===== config.mk =====
export PLATFORM = sky130hd
export DESIGN_NAME = fetch_request_unit
export DESIGN_NICKNAME = d
export VERILOG_FILES = /design/src/rtl/fetch_request_unit.sv
export SDC_FILE = /design/constraint.sdc
export NUM_CORES = 1
export LEC_CHECK = 0
export CAP_MARGIN = 20
export CORE_MARGIN = 3
export CORE_UTILIZATION = 40
export CTS_BUF_LIST = sky130_fd_sc_hd__clkbuf_8
export DETAILED_ROUTE_END_ITERATION = 8
export GPL_TIMING_DRIVEN = 0
export PLACE_DENSITY = 0.66
export SETUP_SLACK_MARGIN = 0.2
export SLEW_MARGIN = 20
export SYNTH_ARGS = -nofsm -noshare
export SYNTH_HDL_FRONTEND = slang
export SYNTH_SLANG_ARGS = --single-unit

===== constraint.sdc =====
create_clock -name clock -period 8 [get_ports clock]
set_input_delay 1.6 -clock clock [delete_from_list [all_inputs] [get_ports clock]]
set_output_delay 1.6 -clock clock [all_outputs]
set_load 0.01 [all_outputs]

===== src/rtl/fetch_request_unit.sv =====
// -----------------------------------------------------------------------------
// fetch_request_unit
//
// Instruction-fetch request generator sitting on the write side of the
// prefetch buffer. It owns the fetch PC and issues word-aligned read requests
// to instruction memory. It takes the in-order responses and pushes each live
// word into the prefetch buffer together with the PC it was fetched from.
// Credit accounting keeps the buffer from overflowing. A redirect reloads the
// PC, flushes the buffer and marks every in-flight request as stale so that
// its response is dropped.
//
// Ports
//   clock           single clock, all state on posedge
//   reset           asynchronous, active-high; clears all state
//   redirect_valid  branch/jump redirect pulse
//   redirect_pc     redirect target (bits [1:0] ignored)
//   mem_req_valid   request to instruction memory
//   mem_req_ready   memory accepts the request this cycle
//   mem_req_addr    request address (current fetch PC)
//   mem_rsp_valid   in-order response word valid
//   mem_rsp_data    response instruction word
//   buf_push        write one word into the prefetch buffer
//   buf_code        word being pushed
//   buf_pc          PC of the word being pushed
//   buf_flush       one-cycle pulse: buffer discards its contents
//   buf_pop         consumer removed one word from the buffer
// -----------------------------------------------------------------------------
module fetch_request_unit #(
   parameter logic [31:0] RESET_PC        = 32'h0000_0000,
   parameter int          MAX_OUTSTANDING = 2,
   parameter int          BUF_DEPTH       = 3
) (
   input  logic        clock,
   input  logic        reset,
   input  logic        redirect_valid,
   input  logic [31:0] redirect_pc,
   output logic        mem_req_valid,
   input  logic        mem_req_ready,
   output logic [31:0] mem_req_addr,
   input  logic        mem_rsp_valid,
   input  logic [31:0] mem_rsp_data,
   output logic        buf_push,
   output logic [31:0] buf_code,
   output logic [31:0] buf_pc,
   output logic        buf_flush,
   input  logic        buf_pop
);

   localparam int               PTR_W    = (MAX_OUTSTANDING > 1) ? $clog2(MAX_OUTSTANDING) : 1;
   localparam logic [PTR_W-1:0] PTR_LAST = PTR_W'(MAX_OUTSTANDING - 1);
   localparam int               CNT_W    = 8;
   localparam logic [CNT_W-1:0] MAX_C    = CNT_W'(MAX_OUTSTANDING);
   localparam logic [CNT_W-1:0] DEPTH_C  = CNT_W'(BUF_DEPTH);

   logic [31:0]      pc_reg, pc_next;
   logic [CNT_W-1:0] inflight_reg, inflight_next;
   logic [CNT_W-1:0] stale_reg, stale_next;
   logic [CNT_W-1:0] occ_reg, occ_next;
   logic [PTR_W-1:0] wr_ptr_reg, wr_ptr_next;
   logic [PTR_W-1:0] rd_ptr_reg, rd_ptr_next;
   logic             push_reg, push_next;
   logic             flush_reg, flush_next;
   logic [31:0]      code_reg, code_next;
   logic [31:0]      tag_pc_reg, tag_pc_next;

   logic [MAX_OUTSTANDING-1:0][31:0] tag_vec;

   logic [CNT_W-1:0] committed;
   logic             can_issue;
   logic             req_fire;
   logic             rsp_fire;
   logic             rsp_live;
   logic             rsp_stale;
   logic             pop_ok;
   logic             unused_redirect_bits;

   // The low address bits of a redirect target are forced to zero.
   assign unused_redirect_bits = ^redirect_pc[1:0];

   // Buffer slots already spoken for: words held plus live requests in
   // flight. Stale requests will never be pushed, so they hold no slot.
   assign committed = occ_reg + inflight_reg - stale_reg;
   assign can_issue = (committed < DEPTH_C) && (inflight_reg < MAX_C);

   // reset and redirect_valid gate the request combinationally so that a
   // redirect withdraws any pending request in its own cycle.
   assign mem_req_valid = !reset && !redirect_valid && can_issue;
   assign mem_req_addr  = pc_reg;

   assign req_fire  = mem_req_valid && mem_req_ready;
   assign rsp_fire  = mem_rsp_valid && (inflight_reg != '0);
   assign rsp_stale = rsp_fire && (stale_reg != '0);
   assign rsp_live  = rsp_fire && (stale_reg == '0);
   assign pop_ok    = buf_pop && !redirect_valid && (occ_reg != '0);

   // PC tag queue: one entry per in-flight request, written at acceptance.
   genvar gi;
   for (gi = 0; gi < MAX_OUTSTANDING; gi++) begin : g_tag
      logic [31:0] entry_reg;

      always_ff @(posedge clock or posedge reset) begin
         if (reset) begin
            entry_reg <= '0;
         end else if (req_fire && (wr_ptr_reg == PTR_W'(gi))) begin
            entry_reg <= pc_reg;
         end
      end

      assign tag_vec[gi] = entry_reg;
   end

   always_comb begin
      pc_next       = pc_reg;
      inflight_next = inflight_reg + {{(CNT_W-1){1'b0}}, req_fire}
                                   - {{(CNT_W-1){1'b0}}, rsp_fire};
      stale_next    = stale_reg;
      occ_next      = occ_reg;
      wr_ptr_next   = wr_ptr_reg;
      rd_ptr_next   = rd_ptr_reg;
      push_next     = 1'b0;
      flush_next    = redirect_valid;
      code_next     = code_reg;
      tag_pc_next   = tag_pc_reg;

      if (req_fire) begin
         pc_next     = pc_reg + 32'd4;
         wr_ptr_next = (wr_ptr_reg == PTR_LAST) ? '0 : wr_ptr_reg + 1'b1;
      end

      if (rsp_fire) begin
         rd_ptr_next = (rd_ptr_reg == PTR_LAST) ? '0 : rd_ptr_reg + 1'b1;
      end

      if (redirect_valid) begin
         // No request can be accepted in a redirect cycle, so everything
         // still in flight once this cycle's response retires is stale.
         pc_next    = {redirect_pc[31:2], 2'b00};
         stale_next = inflight_reg - {{(CNT_W-1){1'b0}}, rsp_fire};
         occ_next   = '0;
      end else begin
         if (rsp_stale) begin
            stale_next = stale_reg - 1'b1;
         end
         occ_next = occ_reg + {{(CNT_W-1){1'b0}}, rsp_live}
                            - {{(CNT_W-1){1'b0}}, pop_ok};
         if (rsp_live) begin
            push_next   = 1'b1;
            code_next   = mem_rsp_data;
            tag_pc_next = tag_vec[rd_ptr_reg];
         end
      end
   end

   always_ff @(posedge clock or posedge reset) begin
      if (reset) begin
         pc_reg       <= RESET_PC;
         inflight_reg <= '0;
         stale_reg    <= '0;
         occ_reg      <= '0;
         wr_ptr_reg   <= '0;
         rd_ptr_reg   <= '0;
         push_reg     <= 1'b0;
         flush_reg    <= 1'b0;
         code_reg     <= '0;
         tag_pc_reg   <= '0;
      end else begin
         pc_reg       <= pc_next;
         inflight_reg <= inflight_next;
         stale_reg    <= stale_next;
         occ_reg      <= occ_next;
         wr_ptr_reg   <= wr_ptr_next;
         rd_ptr_reg   <= rd_ptr_next;
         push_reg     <= push_next;
         flush_reg    <= flush_next;
         code_reg     <= code_next;
         tag_pc_reg   <= tag_pc_next;
      end
   end

   assign buf_push  = push_reg;
   assign buf_code  = code_reg;
   assign buf_pc    = tag_pc_reg;
   assign buf_flush = flush_reg;

endmodule


======== Word-level counts from Yosys, hierarchy flattened ========
Cells that the tools add are included.
word-level totals
  register bits ........................... 188
  bits of input ports ..................... 70
  output and inout port bits .............. 99
  logic and storage cells ................. 59
cells by class
  add/sub/neg operators ................... 11
  $lt $le $gt $ge ......................... 3
  mux-type cells .......................... 11
  bitwise operators ....................... 2
  reductions and logical operators ........ 20
operators by type and width
  kind                   number
  $mux 32                4
  $add 32x3->32 const B  1
  $mux 8                 3
  $reduce_bool 8->1      3
  $sub 8x1->8            3
  $add 8x1->8            2
  $lt 8x2->1 const B     2
  $logic_and 1x1->1      11
  $add 8x8->8            1
  $logic_not 8->1        1
  $sub 8x1->8 const B    1
  $sub 8x8->8            1
  $mux 1                 4
  $reduce_bool 2->1      2
  $add 1x1->1 const B    2
  $logic_not 1->1        2
  $lt 1x2->1 const B     1
  $not 1->1              2
  $reduce_and 2->1       1

======== Depth between registers and ports, before layout ========
Gate-level depths: netlist of run 1.
  depth in word-level cells ............... 8
  depth in mapped cells ................... 21
  depth with buffers taken out ............ 21

======== Worst setup path after synthesis of run 1 ========
OpenSTA, ideal clock, no wires.
  path type ............................... input-to-output
  from .................................... input reset
  to ...................................... output mem_req_valid
  arrival time ............................ 6.642 ns
  required time ........................... 6.400 ns
  slack ................................... -0.242 ns
  stages .................................. 5
  buffers on the path ..................... 0
  path through ............................ inv_1 -> o2111a_1 -> nand4_1 -> nor3_4 -> and3_1
between the ends
  cells in the longest elaborated chain, start to end .. 3
RTL lines
  element                           RTL line  text
  start, declared                   34        input logic reset,
  $logic_not 1->1 (no source line)  n/a
  $logic_and 1x1->1 (2 in a row)    87        assign mem_req_valid = !reset && !redirect_valid && can_issue;
  end, declared                     37        output logic mem_req_valid,
No other way between the ends.

======== Worst setup path after layout of run 1 ========
Same ends and word-level chain as after synthesis.

==> flow_summary.json, run 1 <==
{
  "outcome": "complete, no violations",
  "rr_startpoint": "inflight_reg[1]$_DFF_PP0_",
  "ys.flop_type": "dfrtp_1",
  "fin_crit_ns": 6.16,
  "tritoncts": "built",
  "synth_edf_count": 0,
  "hold_viol": 0,
  "dr.pass1.iters": 5,
  "routedWlPerCell_um": 17.0,
  "core-area_um2": 22100,
  "hp-start": "g_tag[0].entry_reg[31]$_DFFE_PP0P_",
  "fin_util_pct": 52.5,
  "largest_reg_flops": 60,
  "cts.path.max_buffers": 2,
  "drt_iter0_markers": 308,
  "fin_setup_tns_ns": 0,
  "diodes": 0,
  "cap_violations": 0,
  "die_w_um": 157,
  "routabilityCongestion": 0.868,
  "drt.antenna.violating_nets": 0,
  "cts-htree-levels": 4,
  "ys_ff_latch": 180,
  "grtUsageTotal_pct": 18.1,
  "cts_hold_buf": 0,
  "drcViolationCount": 0,
  "slowest_delay_ns": 0.57,
  "hold_path_class": "register to register",
  "ys_warn_count": 0,
  "clockRootBuffer": "clkbuf_8",
  "crit_path_start_kind": "primary input",
  "seq_area_frac_synth_pct": 49.6,
  "fmax_mhz": 162,
  "cts-resized-gates": 0,
  "slowest_stage": "clkdlybuf4s50_1",
  "min_period_over_period_pct": 77.1,
  "crit_start": "reset",
  "rows": 54,
  "cts_buffers": 17,
  "syn_inst": 806,
  "dp_hpwl_mm": 16.8,
  "syn_area_um2": 9090,
  "tightest_slew_ns": 0.871,
  "die_h_um": 157,
  "critPathMaxFanout": 32,
  "p_leak_nw": 5.31,
  "cpLargestDelayFamily": "buffers and inverters",
  "slew_viol_final": 0,
  "worstPathArrival_ns": 4.56,
  "drive_above_1_share_pct": 16.0,
  "cts.sinks": 180,
  "cp-end-kind": "primary output",
  "grt_antenna_before_repair": 0,
  "port_buffers": 162,
  "io_pins": 169,
  "grt_max_degree": 34,
  "path_clk_slew_ns": 0.09,
  "start_util_pct": 41.1,
  "max-vdd-ir-drop_v": 0.000305,
  "critical_path.cell_chain": "clkdlybuf4s50_1, clkinvlp_4, buf_12, buf_12, o2111a_1, nand4_1, nor3_4, and3_1, clkdlybuf4s50_1",
  "viasPerCell": 5.17,
  "area_growth_pct": 27.6,
  "async_reset_ff_share_pct": 100,
  "critPathBufInv": 5,
  "grt_pass1_wl_mm": 35.4,
  "gr-total-overflow": 0,
  "crit_required_ns": 6.40,
  "final_area_um2": 11600,
  "post_cts.repair.setup_buffers": 0,
  "fin_nets": 1113,
  "slew_headroom_pct": 41.2,
  "rsz0062_at_grt": "no",
  "p_per_area_nw_per_um2": 338,
  "fin_total_pwr_w": 0.00392,
  "synth_area_per_cell_um2": 11.3,
  "hold_ws_ns": 0.512,
  "ys_types": 59,
  "num_vias": 6669,
  "clock_skew_ns": 0.0235,
  "grt_pass1_vias": 6816,
  "die_area_um2": 24600,
  "clk_latency_ns": 0.48,
  "path_class": "primary input to primary output",
  "wl_mm": 21.9,
  "placed_cell_area_um2": 11200,
  "setup_violations": 0
}
==> cells by family (layout without fill, tap and decap cells) <==
| family | after synthesis | after routing | synth area share, % |
|---|---|---|---|
| flip-flops | 180 | 180 | 49.6 |
| other | 1 | 4 | 0.0413 |
| XOR/XNOR | 38 | 38 | 3.66 |
| adder cells (fa/ha/maj) | 47 | 47 | 7.21 |
| multiplexers | 127 | 127 | 15.3 |
| AO/OA/AOI/OAI | 118 | 118 | 7.92 |
| buffers and inverters | 90 | 290 | 4.64 |
| AND/OR/NAND/NOR | 205 | 205 | 11.7 |
==> layout by cell type (no fill, tap or decap), drive strengths merged, types with 29 or more instances in the layout <==
cell type and count:
clkbuf 33, dfrtp 180, mux2i 34, nand2 43, ha 38, a21oi 41, inv 57, nor2 74
mux2 93, buf 29, clkdlybuf4s50 162, o21ai 30
==> final cells by class <==
class	count	area, µm²
buffer	40	234
clock buffer	17	234
clock inverter	15	160
fill	1966	10500
inverter	50	191
multi-input combinational	539	4170
sequential	180	4500
tap	280	350
timing repair buffer	168	1750
==> per-stage QoR <==
stage	setup slack, ns	cells
2_1_floorplan	1.18	809
3_3_place_gp	-1.20	1251
3_5_place_dp	1.83	1257
4_1_cts	1.81	1289
5_1_grt	1.63	1289
6_report	1.84	1289
==> report_power, final <==
group	internal, W	switching (W)
registers	0.00115	0.000174
clock network	0.000235	0.000381
logic	0.000954	0.00102
==> layer usage <==
layer / track usage, % / part of all wire [%] / vias up
li1: - / - / 3192
met1: 23.2 / 45 / 3288
met2: 31.0 / 49 / 166
met3: 3.76 / 4.9 / 23
met4: 5.21 / 1.3 / 0
met5: 0 / 0 / -
==> synth_stat cells (all sizes together), types with 2 or more instances <==
master	count	area share, %
a211oi	2	0.17
a21o	2	0.17
a21oi	41	2.3
a221oi	2	0.19
a22oi	3	0.25
a311o	2	0.22
a31oi	11	0.76
and2	2	0.14
and3	6	0.43
buf	23	1.8
clkbuf	16	0.66
dfrtp	180	50
fa	9	2.0
ha	38	5.2
inv	49	2.0
mux2	93	12
mux2i	34	3.7
nand2	43	1.8
nand2b	4	0.28
nand3	15	0.94
nand4	20	1.8
nor2	74	3.1
nor2b	7	0.48
nor3	10	0.80
nor4	4	0.44
o211ai	3	0.25
o21ai	30	1.7
o21bai	7	0.58
o31a	3	0.29
o31ai	4	0.33
or3	9	0.63
or4	7	0.58
xnor2	22	2.1
xor2	16	1.5
==> worst paths after layout <==
kind	slack [ns]	to	cells after the start
setup / recovery	1.84	mem_req_valid	9
hold / removal	0.51	g_tag[0].entry_reg[31]$_DFFE_PP0P_	1
setup reg to reg	3.08	inflight_reg[6]$_DFF_PP0_	20
hold reg to reg	0.51	g_tag[0].entry_reg[31]$_DFFE_PP0P_	1
max in group asynchronous	5.60	mem_req_addr[30]$_DFFE_PP0N_	5
min in group asynchronous	1.47	g_tag[1].entry_reg[12]$_DFFE_PP0P_	2
Power figures use the tool's default switching activity.
==> run 2: changes to the inputs <==
Settings changed: PLACE_DENSITY 0.66 to default.
Clock period 8 ns to 6.35 ns, I/O delays scaled along.
==> run 2 against run 1 <==
Sequential cell count unchanged. Power up 26%. Clock power up 25%. Worst hold slack better by 0.00076 ns. Cell count unchanged. Combinational power up 26%. Critical endpoint unchanged. Largest power group unchanged. Register-to-register slack worse by 1.6 ns. Utilization about the same. Global-route usage up 0.38 points.
==> flow_summary.json, run 2 (synthesis gave the netlist of run 1 again) <==
{
  "die_w_um": 157,
  "min_period_over_period_pct": 87.6,
  "routedWlPerCell_um": 17.3,
  "pwr-share-seq_pct": 33.9,
  "grt_antenna_before_repair": 0,
  "cap_violations": 0,
  "fin_util_pct": 52.5,
  "crit_path_start_kind": "register",
  "tritoncts": "built",
  "final_common_cell": "dfrtp_1",
  "hold_path_class": "register to register",
  "drcViolationCount": 0,
  "intPower_w": 0.00294,
  "wl_mm": 22.3,
  "cp-end-kind": "primary output",
  "area_growth_pct": 27.6,
  "slowest_stage": "fa_1",
  "num_vias": 6571,
  "cpMostUsedCell": "inv_1",
  "gr-total-overflow": 0,
  "largest_reg_flops": 60,
  "post_cts.repair.setup_buffers": 0,
  "routabilityCongestion": 0.879,
  "drt.antenna.violating_nets": 0,
  "setup_violations": 0,
  "final_area_um2": 11600,
  "cts.sinks": 180,
  "slowest_delay_ns": 0.61,
  "fin_crit_ns": 5.56,
  "die_h_um": 157,
  "cts.path.max_buffers": 2,
  "p_switching_w": 0.00199,
  "drt_iter0_markers": 362,
  "core-area_um2": 22100,
  "cpLargestDelayFamily": "buffers and inverters",
  "cts_hold_buf": 0,
  "hold_viol": 0,
  "placed_cell_area_um2": 11200,
  "grtUsageTotal_pct": 18.5,
  "fmax_mhz": 180,
  "cts-resized-gates": 0,
  "path_class": "register to primary output",
  "mostFrequentLayoutCells": "dfrtp_1 (180), clkdlybuf4s50_1 (162), mux2_2 (93), nor2_1 (74), inv_1 (49)",
  "worstPathArrival_ns": 4.29,
  "clockPowerShare_pct": 15.7,
  "drive_above_1_share_pct": 16.1,
  "critPathBufInv": 4,
  "critical_path.cell_chain": "inv_1, fa_1, inv_1, ha_1, a211oi_1, o21ai_0, a221oi_1, xnor2_1, buf_6, and3_1, clkdlybuf4s50_1",
  "combPwrFrac_pct": 50.5,
  "fin_setup_tns_ns": 0,
  "io_pins": 169,
  "critPathMaxFanout": 10,
  "cts_buffers": 17,
  "grt_pass1_vias": 6601,
  "nFillCells": 1959,
  "clockRootBuffer": "clkbuf_8",
  "port_buffers": 162,
  "start_util_pct": 41.1,
  "max-vdd-ir-drop_v": 0.000441,
  "swShare_pct": 40.3,
  "slew_headroom_pct": 42.9,
  "finalWorstSetupSlack_ns": 0.787,
  "hold_ws_ns": 0.512,
  "grt_pass1_wl_mm": 35.6,
  "rows": 54,
  "tightest_slew_ns": 0.857,
  "crit_required_ns": 5.08,
  "grt_max_degree": 33,
  "dr.pass1.iters": 4,
  "clk_latency_ns": 0.48,
  "fin_nets": 1113,
  "seqCellArea_um2": 4500,
  "die_area_um2": 24600,
  "dp_hpwl_mm": 17.4,
  "rsz0062_at_grt": "no",
  "diodes": 0,
  "clock_skew_ns": 0.0179,
  "outcome": "complete, no violations",
  "path_clk_slew_ns": 0.10,
  "slew_viol_final": 0,
  "p_leak_nw": 5.32,
  "cts-htree-levels": 4,
  "viasPerCell": 5.10,
  "dp_slack_ns": 0.891,
  "p_per_area_nw_per_um2": 425,
  "multi_input_area_um2": 4180
}
==> run 2: final timing paths <==
path | slack [ns] | start | cells after the start | end
worst min register to register | 0.51 | g_tag[0].entry_reg[4]$_DFFE_PP0P_ | 1 | g_tag[0].entry_reg[4]$_DFFE_PP0P_
worst max-delay path | 0.79 | inflight_reg[1]$_DFF_PP0_ | 11 | mem_req_valid
min in group asynchronous | 1.24 | reset | 2 | buf_pc[11]$_DFFE_PP0P_
max in group asynchronous | 4.26 | reset | 4 | mem_req_addr[5]$_DFFE_PP0N_
worst min-delay path | 0.51 | g_tag[0].entry_reg[4]$_DFFE_PP0P_ | 1 | g_tag[0].entry_reg[4]$_DFFE_PP0P_
worst max register to register | 1.47 | inflight_reg[1]$_DFF_PP0_ | 20 | inflight_reg[6]$_DFF_PP0_
==> run 2: routing by layer <==
metal / vias up / wire length, µm / global-route usage (%) / part of all wire [%]
met5: - / 0 / 0 / 0
met4: 0 / 299 / 5.09 / 1.3
met3: 24 / 1180 / 3.62 / 5.3
met2: 153 / 10600 / 30.3 / 47
met1: 3195 / 10300 / 25.1 / 46
li1: 3199 / - / - / -
==> run 2: layout make-up <==
type,instances,share of cell area (%)
flip-flops and latches,180,38.8
inverters,50,1.65
clock buffers,17,2.02
multi-input cells,539,36.0
well taps,280,3.02
repair buffers,168,15.1
clock inverters,15,1.39
plain buffers,40,2.02
==> run 2: stage by stage <==
| stage | total power, W | cells |
|---|---|---|
| final | 0.00493 | 1289 |
| after global routing | 0.00534 | 1289 |
| after floorplan | 0.00336 | 809 |
| after detailed placement | 0.00420 | 1257 |
| after global placement | 0.00415 | 1251 |
| after CTS | 0.00499 | 1289 |
==> run 2: power groups by stage <==
stage	registers, W	clock network (W)	logic, W
final	0.00167	0.000772	0.00249
after global routing	0.00172	0.000845	0.00278
after CTS	0.00167	0.000799	0.00252
after detailed placement	0.00170	0	0.00250
after global placement	0.00169	0	0.00246
after floorplan	0.00174	0	0.00161
